[src/rtl/ram_copy_pkg.sv]
// rtl/ram_copy_pkg.sv - shared state encoding and default widths for the RAM copy engine
package ram_copy_pkg;

    localparam int AW_DEF = 8;
    localparam int DW_DEF = 8;

    typedef enum logic [2:0] {
        IDLE,
        RD,
        CAP,
        WR,
        DONE
    } state_t;

endpackage

[src/rtl/ram_copy_addr_gen.sv]
// rtl/ram_copy_addr_gen.sv - source/destination pointers and remaining word count for one copy
module ram_copy_addr_gen
    import ram_copy_pkg::*;
#(
    parameter int AW = AW_DEF
) (
    input  logic          clk,
    input  logic          rst,
    input  logic          load,
    input  logic          step,
    input  logic [AW-1:0] src_in,
    input  logic [AW-1:0] dst_in,
    input  logic [AW-1:0] len_in,
    output logic [AW-1:0] src_ptr,
    output logic [AW-1:0] dst_ptr,
    output logic [AW-1:0] src_next,
    output logic          last
);

    logic [AW-1:0] remaining;

    always_ff @(posedge clk) begin
        if (rst) begin
            src_ptr   <= '0;
            dst_ptr   <= '0;
            remaining <= '0;
        end else if (load) begin
            src_ptr   <= src_in;
            dst_ptr   <= dst_in;
            remaining <= len_in;
        end else if (step) begin
            // pointers wrap naturally at 2**AW
            src_ptr   <= src_ptr + AW'(1);
            dst_ptr   <= dst_ptr + AW'(1);
            remaining <= remaining - AW'(1);
        end
    end

    assign src_next = src_ptr + AW'(1);
    assign last     = (remaining == AW'(1));

endmodule

[src/rtl/ram_copy_engine.sv]
// rtl/ram_copy_engine.sv - single-port RAM copy engine, 3 cycles per word
// Optional running checksum of copied words enabled by RAM_COPY_CHECKSUM_EN.
module ram_copy_engine
    import ram_copy_pkg::*;
#(
    parameter int AW = AW_DEF,
    parameter int DW = DW_DEF
) (
    input  logic          clk,
    input  logic          rst,
    input  logic          start,
    input  logic [AW-1:0] src_addr,
    input  logic [AW-1:0] dst_addr,
    input  logic [AW-1:0] len,
    output logic          busy,
    output logic          done,
    output logic [AW-1:0] ram_a,
    output logic [DW-1:0] ram_wd,
    output logic          ram_we,
    input  logic [DW-1:0] ram_dout
`ifdef RAM_COPY_CHECKSUM_EN
    ,
    output logic [DW-1:0] checksum
`endif
);

    state_t        state;
    state_t        state_nx;
    logic          load;
    logic          step;
    logic          last;
    logic [AW-1:0] a_nx;
    logic [AW-1:0] src_ptr;
    logic [AW-1:0] dst_ptr;
    logic [AW-1:0] src_next;

    ram_copy_addr_gen #(
        .AW(AW)
    ) u_addr_gen (
        .clk     (clk),
        .rst     (rst),
        .load    (load),
        .step    (step),
        .src_in  (src_addr),
        .dst_in  (dst_addr),
        .len_in  (len),
        .src_ptr (src_ptr),
        .dst_ptr (dst_ptr),
        .src_next(src_next),
        .last    (last)
    );

    // Outputs are registered from the next state, so the address for a
    // state is computed one edge ahead of entering it.
    always_comb begin
        state_nx = state;
        load     = 1'b0;
        step     = 1'b0;
        a_nx     = ram_a;
        case (state)
            IDLE: begin
                if (start) begin
                    load = 1'b1;
                    if (len == '0) begin
                        state_nx = DONE;
                    end else begin
                        state_nx = RD;
                        a_nx     = src_addr;
                    end
                end
            end
            RD: begin
                state_nx = CAP;
            end
            CAP: begin
                state_nx = WR;
                a_nx     = dst_ptr;
            end
            WR: begin
                step = 1'b1;
                if (last) begin
                    state_nx = DONE;
                end else begin
                    state_nx = RD;
                    a_nx     = src_next;
                end
            end
            DONE: begin
                state_nx = IDLE;
            end
            default: begin
                state_nx = IDLE;
            end
        endcase
    end

    always_ff @(posedge clk) begin
        if (rst) begin
            state  <= IDLE;
            busy   <= 1'b0;
            done   <= 1'b0;
            ram_we <= 1'b0;
            ram_a  <= '0;
            ram_wd <= '0;
        end else begin
            state  <= state_nx;
            busy   <= (state_nx == RD) || (state_nx == CAP) || (state_nx == WR);
            done   <= (state_nx == DONE);
            ram_we <= (state_nx == WR);
            ram_a  <= a_nx;
            // ram_wd doubles as the data register written back in WR
            if (state == CAP) begin
                ram_wd <= ram_dout;
            end
        end
    end

`ifdef RAM_COPY_CHECKSUM_EN
    always_ff @(posedge clk) begin
        if (rst || load) begin
            checksum <= '0;
        end else if (state == CAP) begin
            checksum <= checksum + ram_dout;
        end
    end
`endif

endmodule

[config.mk]
export PLATFORM = sky130hd
export DESIGN_NAME = ram_copy_engine
export DESIGN_NICKNAME = d
export VERILOG_FILES = /design/src/rtl/ram_copy_pkg.sv /design/src/rtl/ram_copy_addr_gen.sv /design/src/rtl/ram_copy_engine.sv
export SDC_FILE = /design/constraint.sdc
export NUM_CORES = 1
export LEC_CHECK = 0
export CORE_ASPECT_RATIO = 0.75
export CORE_MARGIN = 1
export CORE_UTILIZATION = 35
export CTS_BUF_LIST = sky130_fd_sc_hd__clkbuf_4 sky130_fd_sc_hd__clkbuf_8 sky130_fd_sc_hd__clkbuf_16
export DETAILED_ROUTE_END_ITERATION = 10
export GPL_TIMING_DRIVEN = 0
export HOLD_SLACK_MARGIN = 0.06
export MAX_ROUTING_LAYER = met4
export PLACE_DENSITY_LB_ADDON = 0.12
export SLEW_MARGIN = 20
export SYNTH_ARGS = -nofsm -noshare
export SYNTH_HDL_FRONTEND = slang
export SYNTH_SLANG_ARGS = --single-unit
[constraint.sdc]
create_clock -name clk -period 2 [get_ports clk]
set_input_delay 0.2 -clock clk [delete_from_list [all_inputs] [get_ports clk]]
set_output_delay 0.2 -clock clk [all_outputs]
set_load 0.05 [all_outputs]
==> Yosys cells after proc, flatten, opt, wreduce, memory -nomap -nowiden <==
Cells that the tools add are included.
{ "totals": {"ff_bits": 46, "elab_cells": 47, "output_inout_bits": 19, "in_bits": 35} }
{ "op_classes": {"eq_ne": 11, "mux": 17, "reduce_logical": 7, "add_sub_neg": 3} }
{ "op_table": {"columns": ["operator", "count"], "rows": [
  ["$mux 8", 9],
  ["$pmux 8 s3", 1],
  ["$add 8x1->8 const B", 2],
  ["$eq 3x2->1 const B", 4],
  ["$pmux 3 s4", 1],
  ["$mux 3", 3],
  ["$eq 8x1->1 const B", 1],
  ["$logic_not 8->1", 1],
  ["$sub 8x1->8 const B", 1],
  ["$eq 3x1->1 const B", 2],
  ["$ne 2x2->1 const B", 3],
  ["$reduce_and 4->1", 1],
  ["$eq 3x3->1 const B", 1],
  ["$logic_not 3->1", 1],
  ["$mux 1", 3],
  ["$reduce_bool 3->1", 1],
  ["$logic_or 1x1->1", 2],
  ["$reduce_bool 2->1", 1]
]} }

==> Logic depth before layout (Yosys ltp) <==
Gate-level depths: netlist of run 1.
{ "logic_depth": {"ltp_word": 7, "mapped_depth": 6, "mapped_depth_nobuf": 6} }

==> By module <==
A second synthesis of run 1 with hierarchy kept.
{ "hier_totals": {"hier_cells": 283, "hier_area_um2": 2507.4} }
{ "modules_own_cells": {"columns": ["module", "n_inst", "area_each_um2", "seq_area_each_um2", "cells_each"], "rows": [
  ["ram_copy_addr_gen", 1, 1465.2, 480.5, 174],
  ["ram_copy_engine", 1, 1042.2, 440.4, 109]
]} }

==> Least setup slack after synthesis of run 1 <==
No wires, ideal clock.
{ "synth_path": {"path_type": "reg2reg", "startpoint": "register u_addr_gen.src_ptr[0]", "endpoint": "register ram_a[6]", "path_slack_ns": 0.336, "period_less_slack_ns": 1.664, "path_stages_with_launch": 6, "required_ns": 1.909, "t_arrival_ns": 1.573, "path_cell_list": "dfxtp_1 -> ha_1 -> inv_1 -> or3_1 -> a311o_1 -> a311oi_1"} }
{ "synth_via": {"elab_chain_len": 3} }
{ "synth_lines": {"columns": ["element", "line_no", "source"], "rows": [
  ["start: declaration", "ram_copy_addr_gen.sv:14", "output logic [AW-1:0] src_ptr,"],
  ["start signal: assignment", "ram_copy_addr_gen.sv:28", "src_ptr <= src_in;"],
  ["start signal: assignment", "ram_copy_addr_gen.sv:33", "src_ptr <= src_ptr + AW'(1);"],
  ["$add 8x1->8", "ram_copy_addr_gen.sv:39", "assign src_next = src_ptr + AW'(1);"],
  ["$mux 8", "ram_copy_engine.sv:81", "if (last) begin"],
  ["$pmux 8 s3", "ram_copy_engine.sv:60", "case (state)"],
  ["end signal: assignment", "ram_copy_engine.sv:110", "ram_a <= a_nx;"],
  ["end: declaration", "ram_copy_engine.sv:17", "output logic [AW-1:0] ram_a,"]
]} }
No other way between the ends. The select of a mux whose other input is x is not followed.
A chain may end at the register's enable or synchronous reset.

==> Final worst setup path of run 1 <==
{ "layout_path": {"startpoint": "input port len[6]", "endpoint": "register ram_a[7]"} }
{ "layout_via": {"elab_chain_len": 3} }
{ "layout_lines": {"columns": ["element", "line_no", "source"], "rows": [
  ["start: declaration", "ram_copy_engine.sv:14", "input logic [AW-1:0] len,"],
  ["$logic_not 8->1", "ram_copy_engine.sv:64", "if (len == '0) begin"],
  ["$ne 2x2->1 (no source line)", null, null],
  ["$reduce_and 4->1 (no source line)", null, null]
]} }
No other way between the ends.

==> results.md, run 1 <==
- Die area: 0.00715 mm^2
- Max-slew violation count: 0
- DRC violation count after routing: 0
- Pwr dens: 880 mW/mm^2
- Netlist cell types: 48
- Vias in the first global route: 2,227
- Initial Util: 0.370
- First-pass GRT wire length: 11.4 mm
- Detail Route Antenna Nets: 0
- Global Route Usage Sum: 0.214
- DR pass1 iterations: 4
- Die Wd: 97.3 um
- Global route overflow: 0
- Post-Syn Area per Cell: 7.90 um^2
- CTS max path bufs: 2
- Leakage: 1.07 nW
- Yosys reg bits: 46
- Final setup margin: 136 ps
- Worst skew pair latency: 310 ps
- Most frequent cells in the layout: 52 x clkdlybuf4s50_1, 45 x dfxtp_1, 34 x a21oi_1, 29 x nor2_1, 28 x nand2_1
- Status: finished clean
- Critical path arrival: 2070 ps
- Placed insts: 435
- Final GP Congestion: 0.892
- Grt met2 use: 0.317
- Final Power: 2.76 mW
- Clk sinks: 46
- Number of buffers created by CTS: 5
- GRT busiest layer: met2
- Hold Buf Count CTS: 0
- Critical Path Source: len[6]
- Via density: 5.73
- Final setup fails: 0
- Post-Route Skew: 12.0 ps
- Syn Nets: 341
- Max Clk Rate: 536 MHz
- Util after Layout: 0.486
- Unrepaired setup endpoints after global routing: yes
- Htree depth: 2
- Pin count of the biggest net entering global routing: 16
- Post-Place Setup Slack: -198 ps
- Non-Filler Instances: 442
- Reg2reg end: ram_a[7]$_SDFFE_PP0P_
- Final hold vios: 0
- IO Port Bufs: 52
- Flop-to-flop setup slack: 140 ps
- Synth Cell Area: 0.00238 mm^2
- Cell Rows: 25
- R2r startpoint: state[0]$_SDFF_PP0_
- Critical path endpoint: ram_a[7]$_SDFFE_PP0P_
- Global-route met3 utilization: 0.0476
- Crit path max fanout: 6
- Predominant post-synthesis flop cell: dfxtp_1
- Syn-to-layout area delta: 31.4%
- Total number of vias: 2,533
- Core ar.: 0.00644 mm^2
- Commonest non-fill, non-tap cell in the layout: clkdlybuf4s50_1
- Startpoint types: input port
- Worst R2R Path Depth: 6
- Crit path kind: in -> reg
- DR WL/cell: 16.6 um
- Global Route met1 Usage: 0.299
- Number of synthesis warnings: 0
- Layout cell share with drive strength beyond 1: 0.0831
- WP data required: 2200 ps
- DP HPWL: 5.39 mm
- Final period utilization: 0.932
- Tmin final: 1860 ps
- MaxCap Viol Count: 0
- Clock transition at path regs: 100 ps
- CP endpoint kind: flip-flop
- Root Buffer: clkbuf_8
- TritonCTS clock tree: built
- Post-route setup TNS: 0 ps
- Iter 0 DRT Violations: 136
- Sequential-to-total area share from yosys stat: 0.386
- Layout net count: 399
- IO Count: 54
- HP Class: in -> reg
- Synth async-reset ratio: 0
- Die height: 73.5 um
- Total Wirelength: 7.35 mm
- Post-synth EDFFs: 0
- Worst Tran Pin Value: 706 ps
- Worst slew margin: 0.525
- Diode count: 0
- Initial antenna violation count: 0
- Cells after Synth: 302
- Max VDD drop: 0.335 mV
## flip-flops by register name (all words and copies together) (netlist names)
register              flops
ram_a                     8
ram_wd                    8
u_addr_gen.dst_ptr        8
u_addr_gen.remaining      8
u_addr_gen.src_ptr        8
state                     3
busy                      1
done                      1
ram_we                    1
## kinds of logic after synthesis
kind of cell	count (synthesis)	share of synthesized area
flip-flops	46	0.386
XOR/XNOR	5	0.0184
buffers and inverters	32	0.0593
AO/OA/AOI/OAI	103	0.277
multiplexers	2	0.00839
adder cells (fa/ha/maj)	4	0.0210
AND/OR/NAND/NOR	110	0.230
## synth_stat cells, types with 7 or more instances
master,instances,share of area
nand2_1,28,0.044
dfxtp_1,46,0.39
clkbuf_1,16,0.025
nor2_1,31,0.049
o21ai_0,23,0.048
a21oi_1,34,0.071
a32oi_1,7,0.026
a31oi_1,9,0.024
inv_1,9,0.014
a311oi_1,8,0.029
nand3_1,10,0.021
nor3_1,10,0.021
## repair_timing
item	CTS	global route
endpoints found under the setup margin	11	20
cloned	0	1
resized for setup	2	6
endpoints found under the hold margin	0	0
buffers inserted	0	0
## critical path, cell delays in order
cell and delay (ps):
clkdlybuf4s50_1 450, nor4_2 670, a21o_1 260, nand2_1 180, a311oi_1 300
## routing by layer
metal	routed length, um	vias to the layer above	share of wire
li1	-	1235	-
met1	3560	1227	0.48
met2	3240	65	0.44
met3	485	6	0.066
met4	67	0	0.0091
met5	0	-	0
## where the power goes
| part | leakage (nW) | switching [mW] | internal, mW |
|---|---|---|---|
| Sequential | 0.378 | 0.100 | 1.04 |
| Clock | 0.0441 | 0.346 | 0.246 |
| Combinational | 0.646 | 0.651 | 0.378 |
## through the flow
stage	hold WS, ps	instance area, um^2
3_3_place_gp	459	3010
4_1_cts	307	3110
2_1_floorplan	336	2380
3_5_place_dp	466	3010
6_report	313	3130
5_1_grt	362	3130
## worst min path at each step
stage / from / end / slack, ps / cells past startpoint
3_3_place_gp: ram_a[1]$_SDFFE_PP0P_ / ram_a[1]$_SDFFE_PP0P_ / 460 / 2
3_5_place_dp: ram_a[1]$_SDFFE_PP0P_ / ram_a[1]$_SDFFE_PP0P_ / 470 / 2
4_1_cts: rst / u_addr_gen.dst_ptr[1]$_SDFFE_PP0P_ / 310 / 2
2_1_floorplan: ram_dout[0] / ram_wd[0]$_SDFFE_PP0N_ / 340 / 2
5_1_grt: rst / u_addr_gen.dst_ptr[1]$_SDFFE_PP0P_ / 360 / 2
6_report: rst / u_addr_gen.dst_ptr[1]$_SDFFE_PP0P_ / 310 / 2
## area by class of cell
type                    instances  area (um^2)
fillers                       650         3310
multi-input cells             225         1370
flip-flops and latches         46          922
repair buffers                 52          520
well taps                      81          101
plain buffers                  21          100
clock buffers                   5         68.8
inverters                       9         33.8
clock inverters                 3         21.3
No activity file was read; power rests on OpenSTA's default activity.
==> inputs of run 2 (changes only) <==
--- a/config.mk
+++ b/config.mk
@@ -14,6 +14,7 @@
 export HOLD_SLACK_MARGIN = 0.06
 export MAX_ROUTING_LAYER = met4
 export PLACE_DENSITY_LB_ADDON = 0.12
+export SKIP_CTS_REPAIR_TIMING = 1
 export SLEW_MARGIN = 20
 export SYNTH_ARGS = -nofsm -noshare
 export SYNTH_HDL_FRONTEND = slang
==> run 2 against run 1 <==
Largest power group unchanged. Sequential power about the same. Largest cell class unchanged. Clock power is 0.7% lower. First-iteration DRC count is 0.74% higher.
==> results.md, run 2 (synthesis gave the netlist of run 1 again) <==
- Status: finished clean (unchanged)
- Critical path arrival: 2060 ps (was 2070 ps)
- Commonest non-fill, non-tap cell in the layout: clkdlybuf4s50_1 (unchanged)
- DR WL/cell: 16.6 um (about the same)
- DR pass1 iterations: 4 (unchanged)
- Htree depth: 2 (unchanged)
- Met3 Wirelength: 592 um (was 485 um)
- Worst slew margin: 0.542 (was 0.525)
- WP data required: 2200 ps (about the same)
- Non-Filler Instances: 442 (unchanged)
- Final setup fails: 0 (unchanged)
- Worst R2R Path Depth: 6 (unchanged)
- CP endpoint kind: flip-flop (unchanged)
- Iter 0 DRT Violations: 137 (was 136)
- Multi-input gate area: 0.00137 mm^2 (about the same)
- Max VDD drop: 0.327 mV (was 0.335 mV)
- Max Clk Rate: 540 MHz (was 536 MHz)
- Via density: 5.71 (was 5.73)
- Number of buffers created by CTS: 5 (unchanged)
- First-pass GRT wire length: 11.4 mm (unchanged)
- Global Route Usage Sum: 0.214 (unchanged)
- Die height: 73.5 um (unchanged)
- Highest metal used: met4 (unchanged)
- Final hold vios: 0 (unchanged)
- Critical path endpoint: ram_a[7]$_SDFFE_PP0P_ (unchanged)
- Detail Route Antenna Nets: 0 (unchanged)
- Initial antenna violation count: 0 (unchanged)
- Post-Route Skew: 11.7 ps (was 12.0 ps)
- TritonCTS clock tree: built (unchanged)
- Root Buffer: clkbuf_8 (unchanged)
- Global route overflow: 0 (unchanged)
- Met1 WL: 3.46 mm (was 3.56 mm)
- Flop-to-flop setup slack: 150 ps (was 140 ps)
- Final GP Congestion: 0.892 (unchanged)
- Clock transition at path regs: 100 ps (about the same)
- Unrepaired setup endpoints after global routing: yes (unchanged)
- Syn-to-layout area delta: 31.7% (was 31.4%)
- Placed insts: 435 (unchanged)
- DP HPWL: 5.39 mm (unchanged)
- Core ar.: 0.00644 mm^2 (unchanged)
- CTS max path bufs: 2 (unchanged)
- Startpoint types: flip-flop (was input port)
- Layout net count: 399 (unchanged)
- Reg2reg end: ram_a[7]$_SDFFE_PP0P_ (unchanged)
- Critical Path Source: state[0]$_SDFF_PP0_ (was len[6])
- Most frequent cells in the layout: 52 x clkdlybuf4s50_1, 45 x dfxtp_1, 34 x a21oi_1, 29 x nor2_1, 28 x nand2_1 (unchanged)
- Crit path max fanout: 11 (was 6)
- Die area: 0.00715 mm^2 (unchanged)
- MaxCap Viol Count: 0 (unchanged)
- Final period utilization: 0.926 (was 0.932)
- Sequential cell area: 922 um^2 (unchanged)
- Max-slew violation count: 0 (unchanged)
- IO Count: 54 (unchanged)
- Die Wd: 97.3 um (unchanged)
- Met2 wire length: 3.23 mm (was 3.24 mm)
- Worst skew pair latency: 310 ps (about the same)
- Clk sinks: 46 (unchanged)
- Total Wirelength: 7.36 mm (was 7.35 mm)
- Layout cell share with drive strength beyond 1: 0.0886 (was 0.0831)
- Util after Layout: 0.488 (was 0.486)
- DRC violation count after routing: 0 (unchanged)
- Total number of vias: 2,524 (was 2,533)
- Worst Tran Pin Value: 682 ps (was 706 ps)
- Tmin final: 1850 ps (was 1860 ps)
- HP Class: in -> reg (unchanged)
- Diode count: 0 (unchanged)
- IO Port Bufs: 52 (unchanged)
- Cell Rows: 25 (unchanged)
- Pwr dens: 878 mW/mm^2 (was 880 mW/mm^2)
- Initial Util: 0.370 (unchanged)
- Crit path kind: reg -> reg (was in -> reg)
- Vias in the first global route: 2,227 (unchanged)
- R2r startpoint: state[0]$_SDFF_PP0_ (unchanged)
- Leakage: 1.08 nW (was 1.07 nW)
- Pin count of the biggest net entering global routing: 16 (unchanged)
- Layout fillers: 652 (was 650)
## run 2: cell count changes in the layout (fill, tap and decap cells not counted)
cell and delta:
clkbuf_2 +2, nor2_2 -1, nor2_4 +1, clkbuf_1 -2
## run 2: per-layer routing
layer,global-route usage,up-vias
met5,-,-
met2,0.317,81
met1,0.299,1202
li1,-,1235
met3,0.0476,6
met4,0.0507,0
## run 2: worst min path at each step
stage | start | slack (ps) | to | cells past startpoint
2_1_floorplan | ram_dout[0] | 340 | ram_wd[0]$_SDFFE_PP0N_ | 2
3_3_place_gp | ram_a[1]$_SDFFE_PP0P_ | 460 | ram_a[1]$_SDFFE_PP0P_ | 2
3_5_place_dp | ram_a[1]$_SDFFE_PP0P_ | 470 | ram_a[1]$_SDFFE_PP0P_ | 2
4_1_cts | rst | 310 | u_addr_gen.dst_ptr[1]$_SDFFE_PP0P_ | 2
5_1_grt | rst | 360 | u_addr_gen.dst_ptr[1]$_SDFFE_PP0P_ | 2
6_report | rst | 310 | u_addr_gen.dst_ptr[1]$_SDFFE_PP0P_ | 2
## run 2: power by group
part,switching [mW],internal (mW),total (mW)
Combinational,0.652,0.382,1.03
Sequential,0.0995,1.04,1.14
Clock,0.342,0.246,0.588
Total,1.09,1.67,2.76
## run 2: through the flow
stage	instance area (um^2)	total power [mW]	setup slack, ps	TNS [ps]	hold WS [ps]
floorplan	2380	1.81	336	0	336
global placement	3010	2.16	-172	-1460	459
detailed placement	3010	2.17	-198	-1610	466
CTS	3100	2.75	-126	-949	307
global route	3140	2.92	2.82	0	362
finish	3140	2.76	147	0	312
## run 2: final cells by class
cell class              count  share of cell area
plain buffers              21              0.0327
clock buffers               5              0.0219
clock inverters             3             0.00677
inverters                   9              0.0108
multi-input cells         225               0.436
flip-flops and latches     46               0.294
well taps                  81              0.0323
repair buffers             52               0.166
## run 2: worst max-delay path: stages (launching register included)
cell	delay [ps]
dfxtp_1	330
buf_6	140
or4b_4	530
buf_6	170
a21oi_4	200
nor3_1	70
a311oi_1	300
==> inputs of run 3 (changes only) <==
--- a/config.mk
+++ b/config.mk
@@ -19,3 +19,4 @@
 export SYNTH_ARGS = -nofsm -noshare
 export SYNTH_HDL_FRONTEND = slang
 export SYNTH_SLANG_ARGS = --single-unit
+export TNS_END_PERCENT = 5
==> run 3 against run 2 <==
Clock power about the same. Register-to-register slack worse by 70 ps. Fmax down 3.5%. Flip-flop and latch count unchanged. Die area is the same. First-iteration DRC count is 7.3% higher. Sequential share of layout area grew 0.24 points. Critical path depth unchanged. Combinational power hardly changed.
==> results.md, run 3 (synthesis gave the netlist of run 1 again) <==
- Status: finished clean (unchanged)
- Die height: 73.5 um (unchanged)
- Final setup fails: 0 (unchanged)
- Total Wirelength: 7.27 mm (was 7.36 mm)
- Total number of vias: 2,528 (was 2,524)
- First-pass GRT wire length: 11.4 mm (unchanged)
- Clock power frac: 0.214 (was 0.213)
- Startpoint types: flip-flop (unchanged)
- Util after Layout: 0.483 (was 0.488)
- Sequential Power Share: 0.414 (was 0.412)
- Clock transition at path regs: 90 ps (was 100 ps)
- Die area: 0.00715 mm^2 (unchanged)
- Die Wd: 97.3 um (unchanged)
- Unrepaired setup endpoints after global routing: yes (unchanged)
- Critical path, cell by cell: buf_6 -> or4b_4 -> buf_6 -> a21oi_4 -> nor3_1 -> a311oi_1 (unchanged)
- Layout net count: 400 (was 399)
- Clk sinks: 46 (unchanged)
- Global route overflow: 0 (unchanged)
- MaxCap Viol Count: 0 (unchanged)
- Root Buffer: clkbuf_8 (unchanged)
- Leakage: 1.07 nW (was 1.08 nW)
- Crit path max fanout: 10 (was 11)
- Max-slew violation count: 0 (unchanged)
- DRC violation count after routing: 0 (unchanged)
- Via density: 5.71 (about the same)
- Final Power: 2.74 mW (was 2.76 mW)
- Critical path arrival: 2120 ps (was 2060 ps)
- CP endpoint kind: flip-flop (unchanged)
- Worst skew pair latency: 310 ps (about the same)
- Final GP Congestion: 0.892 (unchanged)
- Iter 0 DRT Violations: 147 (was 137)
- Layout cell share with drive strength beyond 1: 0.0746 (was 0.0886)
- Pint: 1.66 mW (was 1.67 mW)
- Htree depth: 2 (unchanged)
- TritonCTS clock tree: built (unchanged)
- Global Route Usage Sum: 0.214 (unchanged)
- Core ar.: 0.00644 mm^2 (unchanged)
- Initial Util: 0.370 (unchanged)
- DP HPWL: 5.39 mm (unchanged)
- Vias in the first global route: 2,227 (unchanged)
- HP Class: in -> reg (unchanged)
- Number of buffers created by CTS: 5 (unchanged)
- Switching share of total power: 0.396 (about the same)
- Crit-path leading delay family: simple AND/OR/NAND/NOR gates (unchanged)
- Post-Route Skew: 9.97 ps (was 11.7 ps)
- Critical path's most frequent cell: buf_6 (unchanged)
- Logic pwr share: 0.373 (was 0.375)
- Diode count: 0 (unchanged)
- Critical path's slowest cell: or4b_4 (unchanged)
- IO Count: 54 (unchanged)
- Cell Rows: 25 (unchanged)
- Initial antenna violation count: 0 (unchanged)
- Worst Hold Slack: 311 ps (was 312 ps)
- Worst slew margin: 0.472 (was 0.542)
- Final hold vios: 0 (unchanged)
- DR WL/cell: 16.4 um (was 16.6 um)
- DR pass1 iterations: 4 (unchanged)
- Commonest non-fill, non-tap cell in the layout: clkdlybuf4s50_1 (unchanged)
- Layout fillers: 648 (was 652)
- Pin count of the biggest net entering global routing: 16 (unchanged)
- Detail Route Antenna Nets: 0 (unchanged)
- Final period utilization: 0.960 (was 0.926)
- Tmin final: 1920 ps (was 1850 ps)
- Crit path kind: reg -> reg (unchanged)
- WP data required: 2200 ps (about the same)
- IO Port Bufs: 52 (unchanged)
- Buf/Inv on CP: 2 (unchanged)
- Syn-to-layout area delta: 30.5% (was 31.7%)
- Flop-to-flop setup slack: 80 ps (was 150 ps)
- Largest stage delay on the critical path: 530 ps (about the same)
- Max VDD drop: 0.340 mV (was 0.327 mV)
- Sw Pwr: 1.09 mW (about the same)
- Most frequent cells in the layout: 52 x clkdlybuf4s50_1, 46 x dfxtp_1, 34 x a21oi_1, 29 x nor2_1, 28 x nand2_1 (was 52 x clkdlybuf4s50_1, 45 x dfxtp_1, 34 x a21oi_1, 29 x nor2_1, 28 x nand2_1)
- CTS max path bufs: 2 (unchanged)
- Worst Tran Pin Value: 784 ps (was 682 ps)
- Pwr dens: 882 mW/mm^2 (was 878 mW/mm^2)
- Max Clk Rate: 521 MHz (was 540 MHz)
[run 3: area by class of cell]
class,count,area (um^2),area share
sequential,46,921,0.296
buffer,23,109,0.0350
clock buffer,5,68.8,0.0221
clock inverter,3,21.3,0.00684
inverter,9,33.8,0.0109
tap,81,101,0.0326
timing repair buffer,52,520,0.167
multi-input combinational,224,1340,0.429
[run 3: worst register-to-register path: cells and delay by family (launching register included)]
family | cells | cell delay, ps
flip-flops | 1 | 330
AO/OA/AOI/OAI | 2 | 560
AND/OR/NAND/NOR | 2 | 620
buffers and inverters | 2 | 310
[run 3: worst paths after layout]
kind,start,to,cells past startpoint
max,state[0]$_SDFF_PP0_,ram_a[7]$_SDFFE_PP0P_,6
min,rst,u_addr_gen.dst_ptr[1]$_SDFFE_PP0P_,2
max reg2reg,state[0]$_SDFF_PP0_,ram_a[7]$_SDFFE_PP0P_,6
min reg2reg,ram_wd[0]$_SDFFE_PP0N_,ram_wd[0]$_SDFFE_PP0N_,2
[run 3: through the flow]
step                setup TNS (ps)  setup slack [ps]  cell area (um^2)  cells
floorplan                        0               336              2380    302
global placement             -1460              -172              3010    435
detailed placement           -1610              -198              3010    435
CTS                           -949              -126              3100    443
global route                  -110             -56.8              3110    443
finish                           0              80.1              3110    443
[run 3: power by group through the flow]
| stage | clock (mW) | sequential, mW | combinational (mW) |
|---|---|---|---|
| after floorplan | 0 | 1.33 | 0.485 |
| after global placement | 0 | 1.15 | 1.01 |
| after detailed placement | 0 | 1.15 | 1.01 |
| after CTS | 0.604 | 1.13 | 1.02 |
| after global routing | 0.647 | 1.15 | 1.10 |
| final | 0.586 | 1.14 | 1.02 |
[run 3: layer usage]
| layer | global-route usage | vias up | wire length (um) |
|---|---|---|---|
| met4 | 0.0507 | 0 | 79 |
| li1 | - | 1234 | - |
| met1 | 0.299 | 1229 | 3640 |
| met2 | 0.317 | 57 | 3160 |
| met3 | 0.0476 | 8 | 390 |
| met5 | - | - | 0 |
==> RTL edit: new RTL, settings of run 2 <==
Change the package constant `AW_DEF` from 8 to 7.
--- a/src/rtl/ram_copy_pkg.sv
+++ b/src/rtl/ram_copy_pkg.sv
@@ -3,3 +3,3 @@
 
-    localparam int AW_DEF = 8;
+    localparam int AW_DEF = 7;
     localparam int DW_DEF = 8;
Interface: changed (resized dst_addr, len, ram_a and src_addr); port bits go from 54 to 50. No check against the original RTL was run, so the function may have changed too.
==> RTL edit against run 2 <==
- cell area shrank 10%
- combinational power shrank 11%
- power shrank 7.5%
- sequential cell count shrank 4
- clock skew grew 1.5 ps
- critical path type unchanged
- synthesized area shrank 10%
- maximum frequency grew 8.7%
- routed wire length shrank 16%
- critical endpoint is now u_addr_gen.src_ptr[6]$_SDFFE_PP0P_
- worst setup slack gained 150 ps
- core utilization shrank 0.68 points
==> RTL edit: results (changes against run 2) <==
[run_status]
outcome = complete, no violations  ; unchanged

[synth]
synth_nets = 298  ; was 341
syn_avg_cell_area_sq_um = 8.18  ; was 7.90 sq um
netlist_top_cells_area = dfxtp_1, a21oi_1, nor2_1, o21ai_0, nand2_1  ; unchanged
synth_common_cells = dfxtp_1, nor2_1, a21oi_1  ; was dfxtp_1, a21oi_1, nor2_1
synth.distinct_cells = 50  ; was 48

[grt]
track_usage_pct = 20.6  ; was 21.4%
grt_pass1_wl_mm = 9.96  ; was 11.4 mm
first_global_vias = 1935  ; was 2227

[critical_path]
path_max_fanout = 10  ; was 11
ff2ff_setup_slack_ps = 300  ; was 150 ps
ff2ff_path_depth = 7  ; was 6
timing.rr.end = u_addr_gen.src_ptr[6]$_SDFFE_PP0P_  ; was ram_a[7]$_SDFFE_PP0P_
arrival_ps = 1950  ; was 2060 ps

[routing]
wl_per_cell_microns = 15.5  ; was 16.6 microns
num_vias = 2100  ; was 2524
drt_wl_total_mm = 6.15  ; was 7.36 mm
drt_iter0_markers = 165  ; was 137

[sta]
slew-limit-headroom_pct = 62.8  ; was 54.2%

[placement]
gp_congestion = 0.807  ; was 0.892
portBuffers = 48  ; was 52
dp.cells = 388  ; was 435

[power_and_ir_drop]
p_leak_nw = 0.997  ; was 1.08 nW

[final_layout]
drive_above_1_share_pct = 8.81  ; was 8.86%
nets = 353  ; was 399

[worst_hold_path]
holdPathEnd = state[2]$_SDFF_PP0_  ; was u_addr_gen.dst_ptr[1]$_SDFFE_PP0P_

-- RTL edit: changes by cell type in the layout (fill, tap and decap cells not counted), moves of 3 or more --
cell	change
buf_4	+3
dfxtp_1	-3
clkbuf_1	-3
nand4_1	-3
a211oi_1	+3
a31oi_1	-3
o21ai_0	-5
clkdlybuf4s50_1	-4
a21oi_1	-9
nand3_1	-6
nand2_1	-7
-- RTL edit: metal layers --
layer	routed length (microns)	global-route usage, %	up-vias
li1	-	-	1063
met3	428	4.17	6
met2	2470	27.8	67
met4	63	6.25	0
met1	3190	30.5	964
met5	0	-	-
-- RTL edit: worst max path at each step --
stage	start	end	slack (ps)	depth (start not counted)
4_1_cts	state[0]$_SDFF_PP0_	u_addr_gen.dst_ptr[2]$_SDFFE_PP0P_	300	7
2_1_floorplan	u_addr_gen.src_ptr[0]$_SDFFE_PP0P_	ram_a[4]$_SDFFE_PP0P_	490	5
5_1_grt	state[0]$_SDFF_PP0_	ram_a[3]$_SDFFE_PP0P_	150	6
3_5_place_dp	len[3]	ram_a[1]$_SDFFE_PP0P_	60	5
3_3_place_gp	len[3]	ram_a[3]$_SDFFE_PP0P_	50	5
6_report	state[0]$_SDFF_PP0_	u_addr_gen.src_ptr[6]$_SDFFE_PP0P_	300	7
-- RTL edit: logic make-up after synthesis --
logic type	Yosys count	synth area share [%]
AO/OA/AOI/OAI	83	25.5
XOR/XNOR	7	2.86
adder cells (fa/ha/maj)	4	2.34
buffers and inverters	29	6.01
flip-flops	42	39.2
multiplexers	2	0.934
AND/OR/NAND/NOR	95	23.1
-- RTL edit: cell type report --
cell class | instances | area, sq um
timing repair buffer | 48 | 480
buffer | 20 | 95.1
multi-input combinational | 191 | 1170
clock buffer | 5 | 68.8
fill | 595 | 3040
sequential | 42 | 841
tap | 78 | 97.6
inverter | 9 | 33.8
clock inverter | 3 | 25.0
-- RTL edit: worst max-delay path, stage by stage, from the launching register on --
cell	delay [ps]
dfxtp_1	310
buf_4	150
and3b_1	170
buf_4	150
nor2_1	250
buf_2	310
o21ai_0	140
a21oi_1	150
-- RTL edit: report_power, final --
part / leakage (nW) / internal [mW] / switching, mW
registers: 0.345 / 0.949 / 0.0913
clock network: 0.0447 / 0.253 / 0.344
logic: 0.608 / 0.345 / 0.569
total: 0.997 / 1.55 / 1.00
-- RTL edit: metrics by stage --
stage          utilization [%]  hold WS (ps)  cell area, sq um  worst slack, ps  power [mW]
4_1_cts                   48.1           173              2820              296        2.56
3_5_place_dp              46.5           466              2720             63.0        1.97
3_3_place_gp              46.5           456              2720             54.3        1.97
5_1_grt                   48.1           200              2820              151        2.69
6_report                  48.1           177              2820              296        2.55
2_1_floorplan                -           336              2140              486        1.66
